### config.mk
export PLATFORM = sky130hd
export DESIGN_NAME = addsub9_acc
export DESIGN_NICKNAME = d
export VERILOG_FILES = /design/src/rtl/addsub9_acc.sv
export SDC_FILE = /design/constraint.sdc
export NUM_CORES = 1
export LEC_CHECK = 0
export ABC_AREA = 1
export CAP_MARGIN = 20
export CORE_MARGIN = 2
export CORE_UTILIZATION = 45
export CTS_CLUSTER_SIZE = 28
export DETAILED_ROUTE_END_ITERATION = 10
export GPL_TIMING_DRIVEN = 0
export PLACE_DENSITY = 0.7
export REMOVE_ABC_BUFFERS = 1
export SETUP_SLACK_MARGIN = 0.2
export SYNTH_ARGS = -nofsm -noshare
export SYNTH_HDL_FRONTEND = slang
export SYNTH_SLANG_ARGS = --single-unit
### constraint.sdc
create_clock -name clk -period 5.2 [get_ports clk]
set_input_delay 1.3 -clock clk [delete_from_list [all_inputs] [get_ports clk]]
set_output_delay 1.3 -clock clk [all_outputs]
set_load 0.01 [all_outputs]
### src/rtl/addsub9_acc.sv
// Add/subtract accumulator: sums COUNT signed 9-bit operands, then presents the result until consumed.
// Optional macro ADDSUB9_ACC_SAT_EN clamps overflowing beats to 0x0FF / 0x100 instead of wrapping.
module addsub9_acc #(
  parameter int COUNT = 4
) (
  input  logic       clk,
  input  logic       rst,
  input  logic       in_valid,
  output logic       in_ready,
  input  logic [8:0] in_data,
  input  logic       in_sub,
  input  logic       flush,
  output logic       out_valid,
  input  logic       out_ready,
  output logic [8:0] out_data,
  output logic       out_carry,
  output logic       out_ovf,
  output logic [1:0] fsm_state
);

  // Handshakes: a transfer happens on a rising edge where valid and ready are both 1;
  // valid never depends on ready, and the payload is held while valid is high and ready low.

  typedef enum logic [1:0] {
    IDLE  = 2'd0,
    ACCUM = 2'd1,
    OUT   = 2'd2
  } state_t;

  localparam logic [7:0] LAST = 8'(COUNT - 1);

  state_t     state;
  logic [8:0] acc;
  logic [7:0] cnt;
  logic       carry;
  logic       ovf;

  logic [8:0] operand;
  logic [9:0] sum;
  logic       beat_ovf;
  logic [8:0] beat_acc;
  logic       take;

  // Subtraction is acc + ~data + 1; the carry-in reuses in_sub.
  always_comb begin
    operand  = in_sub ? ~in_data : in_data;
    sum      = {1'b0, acc} + {1'b0, operand} + {9'd0, in_sub};
    beat_ovf = (acc[8] == operand[8]) && (sum[8] != acc[8]);
`ifdef ADDSUB9_ACC_SAT_EN
    if (beat_ovf) beat_acc = acc[8] ? 9'h100 : 9'h0FF;
    else          beat_acc = sum[8:0];
`else
    beat_acc = sum[8:0];
`endif
    take = in_valid & in_ready;
  end

  always_ff @(posedge clk) begin
    if (rst) begin
      state     <= IDLE;
      acc       <= 9'd0;
      cnt       <= 8'd0;
      carry     <= 1'b0;
      ovf       <= 1'b0;
      in_ready  <= 1'b1;
      out_valid <= 1'b0;
    end else begin
      case (state)
        IDLE, ACCUM: begin
          if (flush) begin
            state <= IDLE;
            acc   <= 9'd0;
            cnt   <= 8'd0;
            carry <= 1'b0;
            ovf   <= 1'b0;
          end else if (take) begin
            acc   <= beat_acc;
            carry <= sum[9];
            ovf   <= ovf | beat_ovf;
            cnt   <= cnt + 8'd1;
            if (cnt == LAST) begin
              state     <= OUT;
              in_ready  <= 1'b0;
              out_valid <= 1'b1;
            end else begin
              state <= ACCUM;
            end
          end
        end
        OUT: begin
          // flush is deliberately ignored here; only the consumer releases the result.
          if (out_ready) begin
            state     <= IDLE;
            acc       <= 9'd0;
            cnt       <= 8'd0;
            carry     <= 1'b0;
            ovf       <= 1'b0;
            in_ready  <= 1'b1;
            out_valid <= 1'b0;
          end
        end
        default: begin
          state     <= IDLE;
          acc       <= 9'd0;
          cnt       <= 8'd0;
          carry     <= 1'b0;
          ovf       <= 1'b0;
          in_ready  <= 1'b1;
          out_valid <= 1'b0;
        end
      endcase
    end
  end

  assign out_data  = out_valid ? acc : 9'd0;
  assign out_carry = out_valid & carry;
  assign out_ovf   = out_valid & ovf;
  assign fsm_state = state;

endmodule

# ---- Yosys cells after proc, flatten, opt, wreduce, memory -nomap -nowiden
# Cells that the tools add are included.
dict set report word_totals {
  out_inout_bits 15
  register_bits 23
}
dict set report op_classes {
  eq_ne 10
  mux 31
  add_sub_neg 3
  n_reduce_logical 5
  bitwise_logic 5
}
# op n
set ops {}
lappend ops {{$mux W9} 5}
lappend ops {{$mux W8} 3}
lappend ops {{$pmux W9 S2} 1}
lappend ops {{$pmux W8 S2} 1}
lappend ops {{$mux W1} 12}
lappend ops {{$add A10 B1 Y10} 1}
lappend ops {{$add A9 B9 Y10} 1}
lappend ops {{$not A9 Y9} 1}
lappend ops {{$add A8 B1 Y8 const B} 1}
lappend ops {{$eq A8 B2 Y1 const B} 1}
lappend ops {{$mux W2} 4}
lappend ops {{$ne A2 B2 Y1 const B} 4}
lappend ops {{$pmux W1 S2} 4}
lappend ops {{$pmux W2 S2} 1}
lappend ops {{$reduce_and A4 Y1} 1}
lappend ops {{$and A1 B1 Y1} 3}
lappend ops {{$ne A3 B3 Y1 const B} 1}
lappend ops {{$eq A2 B1 Y1 const B} 1}
lappend ops {{$eq A2 B2 Y1 const B} 1}
lappend ops {{$logic_not A2 Y1} 1}
lappend ops {{$reduce_and A2 Y1} 1}
lappend ops {{$reduce_or A2 Y1} 1}
lappend ops {{$eq A1 B1 Y1} 1}
lappend ops {{$logic_and A1 B1 Y1} 1}
lappend ops {{other kinds (2)} 2}

# ---- Longest topological paths before layout
# Gate-level depths: netlist (run 1).
dict set report logic_depth {
  word_depth 10
  depth_mapped 12
  depth_no_buf 11
}

# ---- Worst setup path before layout (run 1)
# No wires, ideal clock.
dict set report synth_timing {
  path_kind {input to register}
  from {in in_sub}
  to {reg acc[6]}
  slack_ps 2568
  cell_stages 12
  path_buffers 1
  required_ps 5130
  arrival_time_ps 2561
  setup_ps 70
  cell_sequence {buf_6 -> inv_2 -> nand2_1 -> and2_4 -> fa_1 -> nand2_1 -> nand2_1 -> nand3_1 -> nand2_1 -> a21oi_2 -> o21ai_1 -> a21oi_1}
}
dict set report synth_via {
  elab_chain_len 6
}
# item line_no
set synth_rtl {}
lappend synth_rtl {{from (decl)} 11} ;# input logic in_sub,
lappend synth_rtl {{$mux W9} 46} ;# operand = in_sub ? ~in_data : in_data;
lappend synth_rtl {{$add A9 B9 Y10} 47} ;# sum = {1'b0, acc} + {1'b0, operand} + {9'd0, in_sub};
lappend synth_rtl {{$add A10 B1 Y10 *} 47}
lappend synth_rtl {{$mux W9 *} 76} ;# end else if (take) begin
lappend synth_rtl {{$mux W9 *} 70} ;# if (flush) begin
lappend synth_rtl {{$pmux W9 S2 *} 68} ;# case (state)
lappend synth_rtl {{to (signal assigned)} 77} ;# acc <= beat_acc;
lappend synth_rtl {{to (decl)} 33} ;# logic [8:0] acc;
# Mark *: on every way between the ends. The rest lies on a longest branch, timed or not. The select of a mux whose other input is x is not followed.
# A chain may end at the register's enable or synchronous reset.

# ---- Final worst setup path (run 1)
dict set report layout_timing {
  from {in in_sub}
  to {reg acc[8]}
}
# The elaborated chain is that of the path after synthesis.

==> results.json, run 1 <==
{
  "status": "complete, no violations",
  "first_iter_violations": 81,
  "routed_vias_inst": 4.904,
  "yosys-top-cells-area": "sky130_fd_sc_hd__dfxtp_1, sky130_fd_sc_hd__nand2_1, sky130_fd_sc_hd__inv_1",
  "detail-route-antenna-nets": 0,
  "syn-instance-count": 246,
  "end_of_flow_core_utilization_pct": 55.97,
  "die_x_um": 64.58,
  "power_leakage_nw": 0.9657,
  "timing.critical_path.to_type": "flip-flop",
  "worstHoldEndpoint": "ovf",
  "cts_resized": 0,
  "area_growth_syn_to_layout_pct": 22.20,
  "count_of_state_elements_after_synthesis": 23,
  "source_of_the_worst_hold_timing_path": "ovf",
  "timing.max_slew.rel_slack_pct": 58.31,
  "finalSetupTns_ns": 0,
  "syn-cell-area_um2": 1652,
  "final.min_clock_period_ns": 3.283,
  "cp_top_delay_family": "buffers and inverters",
  "cts_max_path_buffers": 2,
  "crit_path_start_kind": "primary input",
  "drt_drc_violations_left": 0,
  "cts.htree.levels": 1,
  "nets": 301,
  "cpPeakStageDelay_ns": 0.81,
  "clock_latency_ns": 0.28,
  "grt_setup_unrepaired": "no",
  "floorplan.die.height_um": 64.58,
  "critical_path_cell_count": 10,
  "dp_hpwl_um": 2611,
  "core_area_um2": 3606,
  "ff2ff_path_depth": 11,
  "grt.total_usage_pct": 18.36,
  "place.port_buffers": 29,
  "crit-reg2reg-capture": "acc[8]",
  "post_route_cells_drive_above_1_share_pct": 9.455,
  "clock_pin_slew_reported_for_the_worst_setup_and_hold_paths_after_clock_tree_synthesis_ns": 0.09,
  "routed-wl-met3_um": 93,
  "cts_buffers": 3,
  "criticalPathCategory": "in2reg",
  "top_routing_layer_in_use": "met4",
  "power_per_cell_area_nw_per_um2": 202.3,
  "fin_worst_skew_ns": 0.008430,
  "synth_top_area_share_pct": 27.88,
  "routed-via-count": 1584,
  "root_buffer": "sky130_fd_sc_hd__clkbuf_8",
  "number_of_antenna_violations_at_the_first_check_in_global_routing": 0,
  "timing.final.crit_share_pct": 63.13,
  "syn_area_per_cell_um2": 6.714,
  "floorplan.initialDensity_pct": 45.80,
  "critical_path_arrival_ns": 3.49,
  "wirelength_met1_um": 1819,
  "cts.sinks": 23,
  "synthMostInstantiatedCell": "sky130_fd_sc_hd__nand2_1",
  "finalMaxSlewViolations": 0,
  "synth-edff-count": 0,
  "maxCapViolCount": 0,
  "met2WireLength_um": 1617,
  "synthFlopType": "sky130_fd_sc_hd__dfxtp_1",
  "first_global_vias": 1407,
  "cts_hold_buf": 0,
  "crit_path_max_fanout": 9,
  "post_cts_buffers": 0,
  "first_pass_grt_wire_length_um": 6106,
  "hold_violations": 0,
  "layout.filler_cells": 348,
  "cts_tree": "yes",
  "die_area_um2": 4171,
  "rows": 22,
  "global_route.overflow_total": 0,
  "reg2reg_setup_slack_ns": 3.38,
  "setup_viol": 0,
  "worst_r2r_start": "acc[0]",
  "max_freq_mhz": 304.6,
  "whs_path_depth": 2,
  "crit_buf_inv": 1,
  "yosysSeqAreaShare_pct": 27.88,
  "gpl.final_weighted_congestion": 0.8399,
  "worstMarginPinSlew_ns": 0.6234,
  "synth.top_cells.by_count": "sky130_fd_sc_hd__nand2_1, sky130_fd_sc_hd__inv_1, sky130_fd_sc_hd__dfxtp_1",
  "cpMaxStageDelayCell": "sky130_fd_sc_hd__clkdlybuf4s50_1",
  "peak_ir_drop_on_the_vdd_network_mv": 0.09566,
  "diodes": 0,
  "netlist.top_cell.by_area": "sky130_fd_sc_hd__dfxtp_1",
  "worst_hold_path_type": "reg2reg",
  "ys_async_sr_fraction_pct": 0,
  "detail_route.wirelength_um": 3562,
  "synth-warning-count": 0,
  "drtPass1Iterations": 4,
  "netlist-cell-type-count": 35,
  "cp_data_required_time_ns": 5.40,
  "wl_per_cell_um": 11.03,
  "ios": 30,
  "grt_max_degree": 19,
  "critical_path.most_common_cell": "sky130_fd_sc_hd__nand2_1",
  "cp_cell_sequence": "clkdlybuf4s50_1 > xor2_1 > fa_1 > nand2_1 > nand2_1 > nand3_1 > nand2_1 > nand2_1 > nand3_1 > a21oi_1"
}
==> power by group <==
| group | leakage [nW] | internal, W | switching (W) | total, W |
|---|---|---|---|---|
| Clock | 0.0255 | 0.0000538 | 0.0000655 | 0.000119 |
| Combinational | 0.754 | 0.0000424 | 0.0000594 | 0.000102 |
| Sequential | 0.187 | 0.000182 | 0.00000531 | 0.000187 |
| Total | 0.966 | 0.000278 | 0.000130 | 0.000408 |
==> metal layers <==
metal	vias to the layer above	global-route usage (%)
met1	714	24.76
li1	841	-
met5	-	0
met3	4	1.910
met4	0	7.447
met2	25	29.95
==> worst max path at each step <==
stage,from,end
floorplan,in_data[0],acc[6]
global placement,in_sub,ovf
detailed placement,in_sub,acc[8]
CTS,in_sub,acc[8]
global route,in_sub,acc[8]
finish,in_sub,acc[8]
==> placed cells by master (no fill, tap or decap), types with 2 or more instances in the layout <==
master | netlist | final
sky130_fd_sc_hd__nor3_2 | 2 | 2
sky130_fd_sc_hd__a21oi_2 | 3 | 3
sky130_fd_sc_hd__dfxtp_1 | 23 | 23
sky130_fd_sc_hd__o21ai_0 | 4 | 4
sky130_fd_sc_hd__nand3b_1 | 2 | 2
sky130_fd_sc_hd__xor2_1 | 10 | 10
sky130_fd_sc_hd__ha_1 | 9 | 9
sky130_fd_sc_hd__nand3_1 | 14 | 14
sky130_fd_sc_hd__o21ai_1 | 3 | 3
sky130_fd_sc_hd__nor2_4 | 2 | 2
sky130_fd_sc_hd__nand2_2 | 2 | 2
sky130_fd_sc_hd__clkdlybuf4s50_1 | 0 | 29
sky130_fd_sc_hd__nor2_1 | 20 | 20
sky130_fd_sc_hd__inv_1 | 32 | 32
sky130_fd_sc_hd__a21oi_1 | 22 | 22
sky130_fd_sc_hd__clkbuf_8 | 0 | 3
sky130_fd_sc_hd__nand2_4 | 4 | 4
sky130_fd_sc_hd__nand2_1 | 70 | 70
sky130_fd_sc_hd__inv_4 | 2 | 2
sky130_fd_sc_hd__inv_2 | 3 | 3
==> flip-flops by register name (all words and copies together) (netlist names) <==
name	count
fsm_state	2
ovf	1
acc	9
out_valid	1
in_ready	1
carry	1
cnt	8
==> per-stage QoR <==
stage | area (um^2) | power, W | std cells | hold WS (ns) | setup WS (ns)
global placement | 1972 | 0.0002906 | 319 | 0.4520 | 1.706
floorplan | 1622 | 0.0002610 | 242 | 0.4393 | 2.675
finish | 2018 | 0.0004083 | 323 | 0.4725 | 1.917
CTS | 2018 | 0.0004116 | 323 | 0.4733 | 1.894
global route | 2018 | 0.0004314 | 323 | 0.5115 | 1.749
detailed placement | 1972 | 0.0002925 | 319 | 0.4589 | 1.608
==> worst register-to-register path, delay by kind of cell (launching register included) <==
| kind | cells | cell delay, ns |
|---|---|---|
| AOI/OAI and AO/OA | 1 | 0.12 |
| DFF | 1 | 0.34 |
| and+or+nand+nor | 8 | 0.84 |
| buffers and inverters | 1 | 0.06 |
| adders and majority gates | 1 | 0.40 |
==> kinds of logic after synthesis <==
family	share of synthesized area (%)
buf+inv	10.53
simple gates	34.62
flops	27.88
compound gates	13.11
fa+ha+maj	8.030
xor+xnor	5.833
==> layout make-up <==
cell class / count / area (um^2) / share of cell area [%]
repair buffers: 29 / 290.3 / 14.38
clock buffers: 3 / 41.29 / 2.046
multi-input cells: 182 / 1017 / 50.40
inverters: 37 / 143.9 / 7.130
flip-flops and latches: 23 / 460.4 / 22.81
well taps: 48 / 60.06 / 2.976
clock inverters: 1 / 5.005 / 0.2480
No activity file was read; power rests on OpenSTA's default activity.
==> run 2: changes to the inputs <==
- PLACE_DENSITY: 0.7 -> 0.73
- clock period: 5.2 -> 2.9 ns (I/O delays scaled with it)
==> run 2 against run 1 <==
Compared with the run above: cell count unchanged; largest cell class unchanged; critical path type unchanged; wire length decreased by 0.93%; largest power group unchanged; global-route usage fell by 0.80 points; non-clock buffer count stayed put.
==> results.json, run 2 (synthesis gave the netlist of run 1 again) <==
{
  "status": "complete, no violations",
  "flip_flop_count_of_the_largest_register_after_layout": 9,
  "maxCapViolCount": 0,
  "cts_tree": "yes",
  "power_frac_seq_pct": 46.4,
  "layout.cells.most_common_list": "sky130_fd_sc_hd__nand2_1, sky130_fd_sc_hd__inv_1, sky130_fd_sc_hd__clkdlybuf4s50_1",
  "criticalPathCategory": "in2reg",
  "relative_contribution_of_combinational_cells_to_total_power_pct": 25.0,
  "diodes": 0,
  "cp_cell_sequence": "clkdlybuf4s50_1 > nand2_1 > and2_4 > fa_1 > nand2_1 > nand2_1 > nand3_1 > nand2_1 > nand2_1 > nand3_1 > a21oi_1",
  "crit_path_max_fanout": 3,
  "detail_route.wirelength_um": 3529,
  "timing.final.crit_share_pct": 81.52,
  "dpl-instance-area_um2": 1972,
  "multi_input_area_um2": 1017,
  "critical_path_arrival_ns": 2.55,
  "registers.top_by_ff_count": "acc",
  "routed-via-count": 1568,
  "cts_buffers": 3,
  "drtPass1Iterations": 4,
  "switching_share_pct": 31.12,
  "area_growth_syn_to_layout_pct": 22.35,
  "clock_latency_ns": 0.26,
  "first_global_vias": 1351,
  "setup_viol": 0,
  "clock_pin_slew_reported_for_the_worst_setup_and_hold_paths_after_clock_tree_synthesis_ns": 0.09,
  "dp_hpwl_um": 2602,
  "post_route_cells_drive_above_1_share_pct": 9.455,
  "drt_drc_violations_left": 0,
  "end_of_flow_core_utilization_pct": 56.04,
  "final.min_clock_period_ns": 2.364,
  "die_x_um": 64.58,
  "crit_buf_inv": 1,
  "grt_setup_unrepaired": "no",
  "floorplan.initialDensity_pct": 45.80,
  "cpPeakStageDelay_ns": 0.49,
  "p_int_w": 0.0004979,
  "first_iter_violations": 68,
  "first_pass_grt_wire_length_um": 5865,
  "cts.sinks": 23,
  "cp_top_delay_family": "simple AND/OR/NAND/NOR gates",
  "cp_data_required_time_ns": 3.09,
  "grt_max_degree": 19,
  "hold_violations": 0,
  "core_area_um2": 3606,
  "cts_max_path_buffers": 2,
  "layout_commonest_cell": "sky130_fd_sc_hd__nand2_1",
  "cts.htree.levels": 1,
  "floorplan.die.height_um": 64.58,
  "cpMaxStageDelayCell": "sky130_fd_sc_hd__clkdlybuf4s50_1",
  "timing.max_slew.rel_slack_pct": 57.09,
  "place.port_buffers": 29,
  "routed_vias_inst": 4.854,
  "seqCellArea_um2": 460.4,
  "peak_ir_drop_on_the_vdd_network_mv": 0.1820,
  "grt.total_usage_pct": 17.56,
  "worst_hold_slack_ns": 0.4745,
  "cts_hold_buf": 0,
  "max_freq_mhz": 423.0,
  "gpl.final_weighted_congestion": 0.8528,
  "crit_path_start_kind": "primary input",
  "power_per_cell_area_nw_per_um2": 357.7,
  "global_route.overflow_total": 0,
  "root_buffer": "sky130_fd_sc_hd__clkbuf_8",
  "nets": 301,
  "critical_path.most_common_cell": "sky130_fd_sc_hd__nand2_1",
  "die_area_um2": 4171,
  "number_of_antenna_violations_at_the_first_check_in_global_routing": 0,
  "finalMaxSlewViolations": 0,
  "worstMarginPinSlew_ns": 0.6416,
  "rows": 22,
  "layout.filler_cells": 356,
  "fin_worst_skew_ns": 0.002585,
  "power_leakage_nw": 0.9748,
  "detail-route-antenna-nets": 0,
  "power.net_switching_w": 0.0002250,
  "wl_per_cell_um": 10.93,
  "ios": 30,
  "postLayoutCellArea_um2": 2021,
  "worst_hold_path_type": "reg2reg",
  "timing.critical_path.to_type": "flip-flop",
  "power.share.clock_pct": 28.5
}
run 2: cell count changes in the layout (fill, tap and decap cells not counted):
cell,change
sky130_fd_sc_hd__clkdlybuf4s50_1,-1
sky130_fd_sc_hd__dlymetal6s2s_1,+1
run 2: timing repair:
| action | in CTS | in global routing |
|---|---|---|
| setup endpoints to repair | 0 | 8 |
| resized for setup | 0 | 1 |
| setup buffers | 0 | 0 |
run 2: power groups by stage:
stage	logic (W)	clock network [W]	registers (W)
floorplan	0.000127	0	0.000341
global placement	0.000178	0	0.000343
detailed placement	0.000180	0	0.000343
CTS	0.000181	0.000215	0.000336
global route	0.000205	0.000224	0.000337
finish	0.000181	0.000206	0.000336
run 2: metrics by stage:
step	setup WS, ns	power, W	setup TNS, ns	cells
after floorplan	0.9496	0.0004680	0	242
after global placement	-0.01116	0.0005202	-0.01504	319
after detailed placement	-0.05637	0.0005227	-0.1263	319
after CTS	0.2145	0.0007325	0	323
after global routing	0.3850	0.0007661	0	323
final	0.5359	0.0007228	0	323
run 2: per-layer routing:
metal  vias to the layer above  global-route usage (%)  routed length, um
met5                         -                       0                  0
met4                         0                   3.989                 24
met3                         2                   2.257                112
met2                        28                   29.82               1656
met1                       699                   23.72               1736
li1                        839                       -                  -
run 2: final cells by class:
class,count,area share (%)
tap,48,2.972
timing repair buffer,29,14.49
multi-input combinational,182,50.34
inverter,37,7.121
sequential,23,22.79
clock buffer,3,2.043
clock inverter,1,0.2477
run 2: worst min-delay path, delay by kind of cell, from the launching register on:
| family | cells | cell delay [ns] |
|---|---|---|
| DFF | 1 | 0.32 |
| and+or+nand+nor | 1 | 0.06 |
| AOI/OAI and AO/OA | 1 | 0.06 |
run 2: path summary, 6_finish.rpt:
kind	start	to	slack (ns)	cells past startpoint
setup / recovery	in_data[0]	acc[8]	0.54	11
hold / removal	carry	carry	0.47	2
setup reg to reg	acc[0]	acc[8]	1.12	11
hold reg to reg	carry	carry	0.47	2
==> patch, RTL diff (flow settings as in run 1) <==
Put a register stage on the output `out_ovf`. The value now appears one clock later. The other outputs are not delayed to match.
--- a/src/rtl/addsub9_acc.sv
+++ b/src/rtl/addsub9_acc.sv
@@ -116,3 +116,5 @@
   assign out_carry = out_valid & carry;
-  assign out_ovf   = out_valid & ovf;
+  always_ff @(posedge clk) begin
+    out_ovf <= out_valid & ovf;
+  end
   assign fsm_state = state;
Behaviour: not the same (a bounded check fails within 10 cycles, from zero or initial values and one cycle with rst high).
==> patch against run 1 <==
- combinational power decreased by 4%
- clock skew shrank 1.8 ps
- largest power group unchanged
- core utilization up 2.1 points
- total power fell by 3.7%
- wire length shrank 2.2%
- synthesized area fell by 0.53%
- design area decreased by 1.8%
- worst setup slack improved by 110 ps
- critical endpoint is now acc[6]
- sequential cell count grew 1
- critical path type unchanged
- final cell count shrank 0.62%
==> patch: results (changes against run 1) <==
Run status
  • Status: complete, no violations

Placed design
  • Setup WS pre-CTS: 1706 ps (+97.14 ps)
  • Port bufs: 29 (unchanged)
  • Detailed Place HPWL: 2551 um (-2.3%)
  • GP Congestion: 0.8081 (-3.8%)

Hold path
  • Worst min-delay path category: reg -> reg

Power
  • Peak VDD IR: 0.2166 mV (+130%)
  • LEAKAGE: 0.9292 nW (-3.8%)

Cells and area
  • Share of cells above drive strength 1: 0.06909 (-0.02545)
  • ANT cells: 0 (unchanged)
  • Fillers: 354 (+1.7%)
  • Nets: 301 (unchanged)
  • Max reg flops: 9 (unchanged)
  • Top reg by flops: acc

STA
  • Worst-margin pin slew: 698.3 ps (+74.86 ps)
  • Setup Skew: 6.580 ps (-1.850 ps)

Synth
  • Ys async rst share: 0 (unchanged)
  • Synth warn: 0 (unchanged)
  • Primary FF master, synth: dfxtp_1
  • Synth area leaders: dfxtp_1, nand2_1, inv_1, a21oi_1, ha_1
  • Sequential fraction of the synthesis area: 0.2925 (+0.01367)
  • Top cells by count, synth: nand2_1, inv_1, dfxtp_1
  • Unique masters post-synth: 32 (-8.6%)

CTS
  • Clk_lat worst skew: 320 ps (+40 ps)
  • Post-CTS Resized: 0 (unchanged)
  • H-Tree Depth: 1 (unchanged)
  • Bufs on Longest Clock Path: 2 (unchanged)
  • Num CTS Buffers: 3 (unchanged)
  • Reg clk slew, reported paths: 130 ps (+40 ps)
  • Total setup buffers inserted after CTS: 0 (unchanged)
  • Clk root buf: clkbuf_4

Routing
  • Via density: 4.850 (-1.1%)
  • Drt pass-1 iters: 4 (unchanged)
  • DR iter-0 viols: 110 (+36%)
  • Final WL: 3482 um (-2.2%)

Worst setup path
  • CP max stage delay: 660 ps (-150 ps)
  • Slowest cell on crit path: clkdlybuf4s50_1
  • Crit-path max FO: 9 (unchanged)
  • Data arrival, critical path: 3420 ps (-70 ps)

Global route
  • Largest net degree at the start of global routing: 20 (+1)
  • Gr usage total: 0.1876 (+0.003985)
  • Initial antenna violation count: 0 (unchanged)
  • Vias in the first global route: 1,383 (-1.7%)
  • First-pass GRT wire length: 6216 um (+1.8%)
-- patch: changes by cell type after synthesis, moves of 3 or more --
cell | before | now
o21ai_1 | 3 | 0
nand2_1 | 70 | 67
nand3_1 | 14 | 18
o21ai_0 | 4 | 13
and3_1 | 0 | 3
-- patch: layer usage --
metal / track usage / wire [um]
met4: 0.03989 / 24
met5: 0 / 0
met3: 0.03819 / 138
met1: 0.2557 / 1802
met2: 0.3073 / 1516
-- patch: cell families after synthesis --
logic type,Yosys count,share of synthesized area
AO/OA/AOI/OAI,41,0.1371
XOR/XNOR,10,0.05332
adder cells (fa/ha/maj),10,0.08073
buffers and inverters,42,0.1112
flip-flops,24,0.2925
AND/OR/NAND/NOR,121,0.3252
-- patch: worst max-delay path: cells and delay by family --
kind                       cells  cell delay [ps]
adders and majority gates      1              390
AOI/OAI and AO/OA              3              360
and+or+nand+nor                6              580
buffers and inverters          2              790
-- patch: worst paths after layout --
path	endpoint	cells after the start	slack [ps]	start
setup / recovery	acc[6]	12	2020	in_sub
hold / removal	out_ovf	2	440	ovf
setup reg to reg	acc[6]	11	3360	acc[0]
hold reg to reg	out_ovf	2	440	ovf
-- patch: layout make-up --
| type | instances | area, um2 | share of cell area |
|---|---|---|---|
| inverter | 36 | 137.6 | 0.06944 |
| sequential | 24 | 480.5 | 0.2424 |
| timing repair buffer | 29 | 290.3 | 0.1465 |
| tap | 46 | 57.56 | 0.02904 |
| multi-input combinational | 182 | 979.7 | 0.4943 |
| clock buffer | 4 | 36.28 | 0.01831 |
-- patch: report_power, final --
part           internal [mW]  total [mW]  leakage (nW)  switching, mW
clock                 0.0428       0.101        0.0210         0.0578
combinational         0.0414      0.0978         0.713         0.0564
sequential             0.190       0.195         0.195        0.00517
-- patch: metrics by stage --
| stage | power, mW | cells | instance area, um2 |
|---|---|---|---|
| final | 0.3933 | 321 | 1982 |
| after global routing | 0.4220 | 321 | 1982 |
| after CTS | 0.3981 | 321 | 1982 |
| after detailed placement | 0.2966 | 317 | 1946 |
| after global placement | 0.2955 | 317 | 1946 |
| after floorplan | 0.2653 | 242 | 1598 |
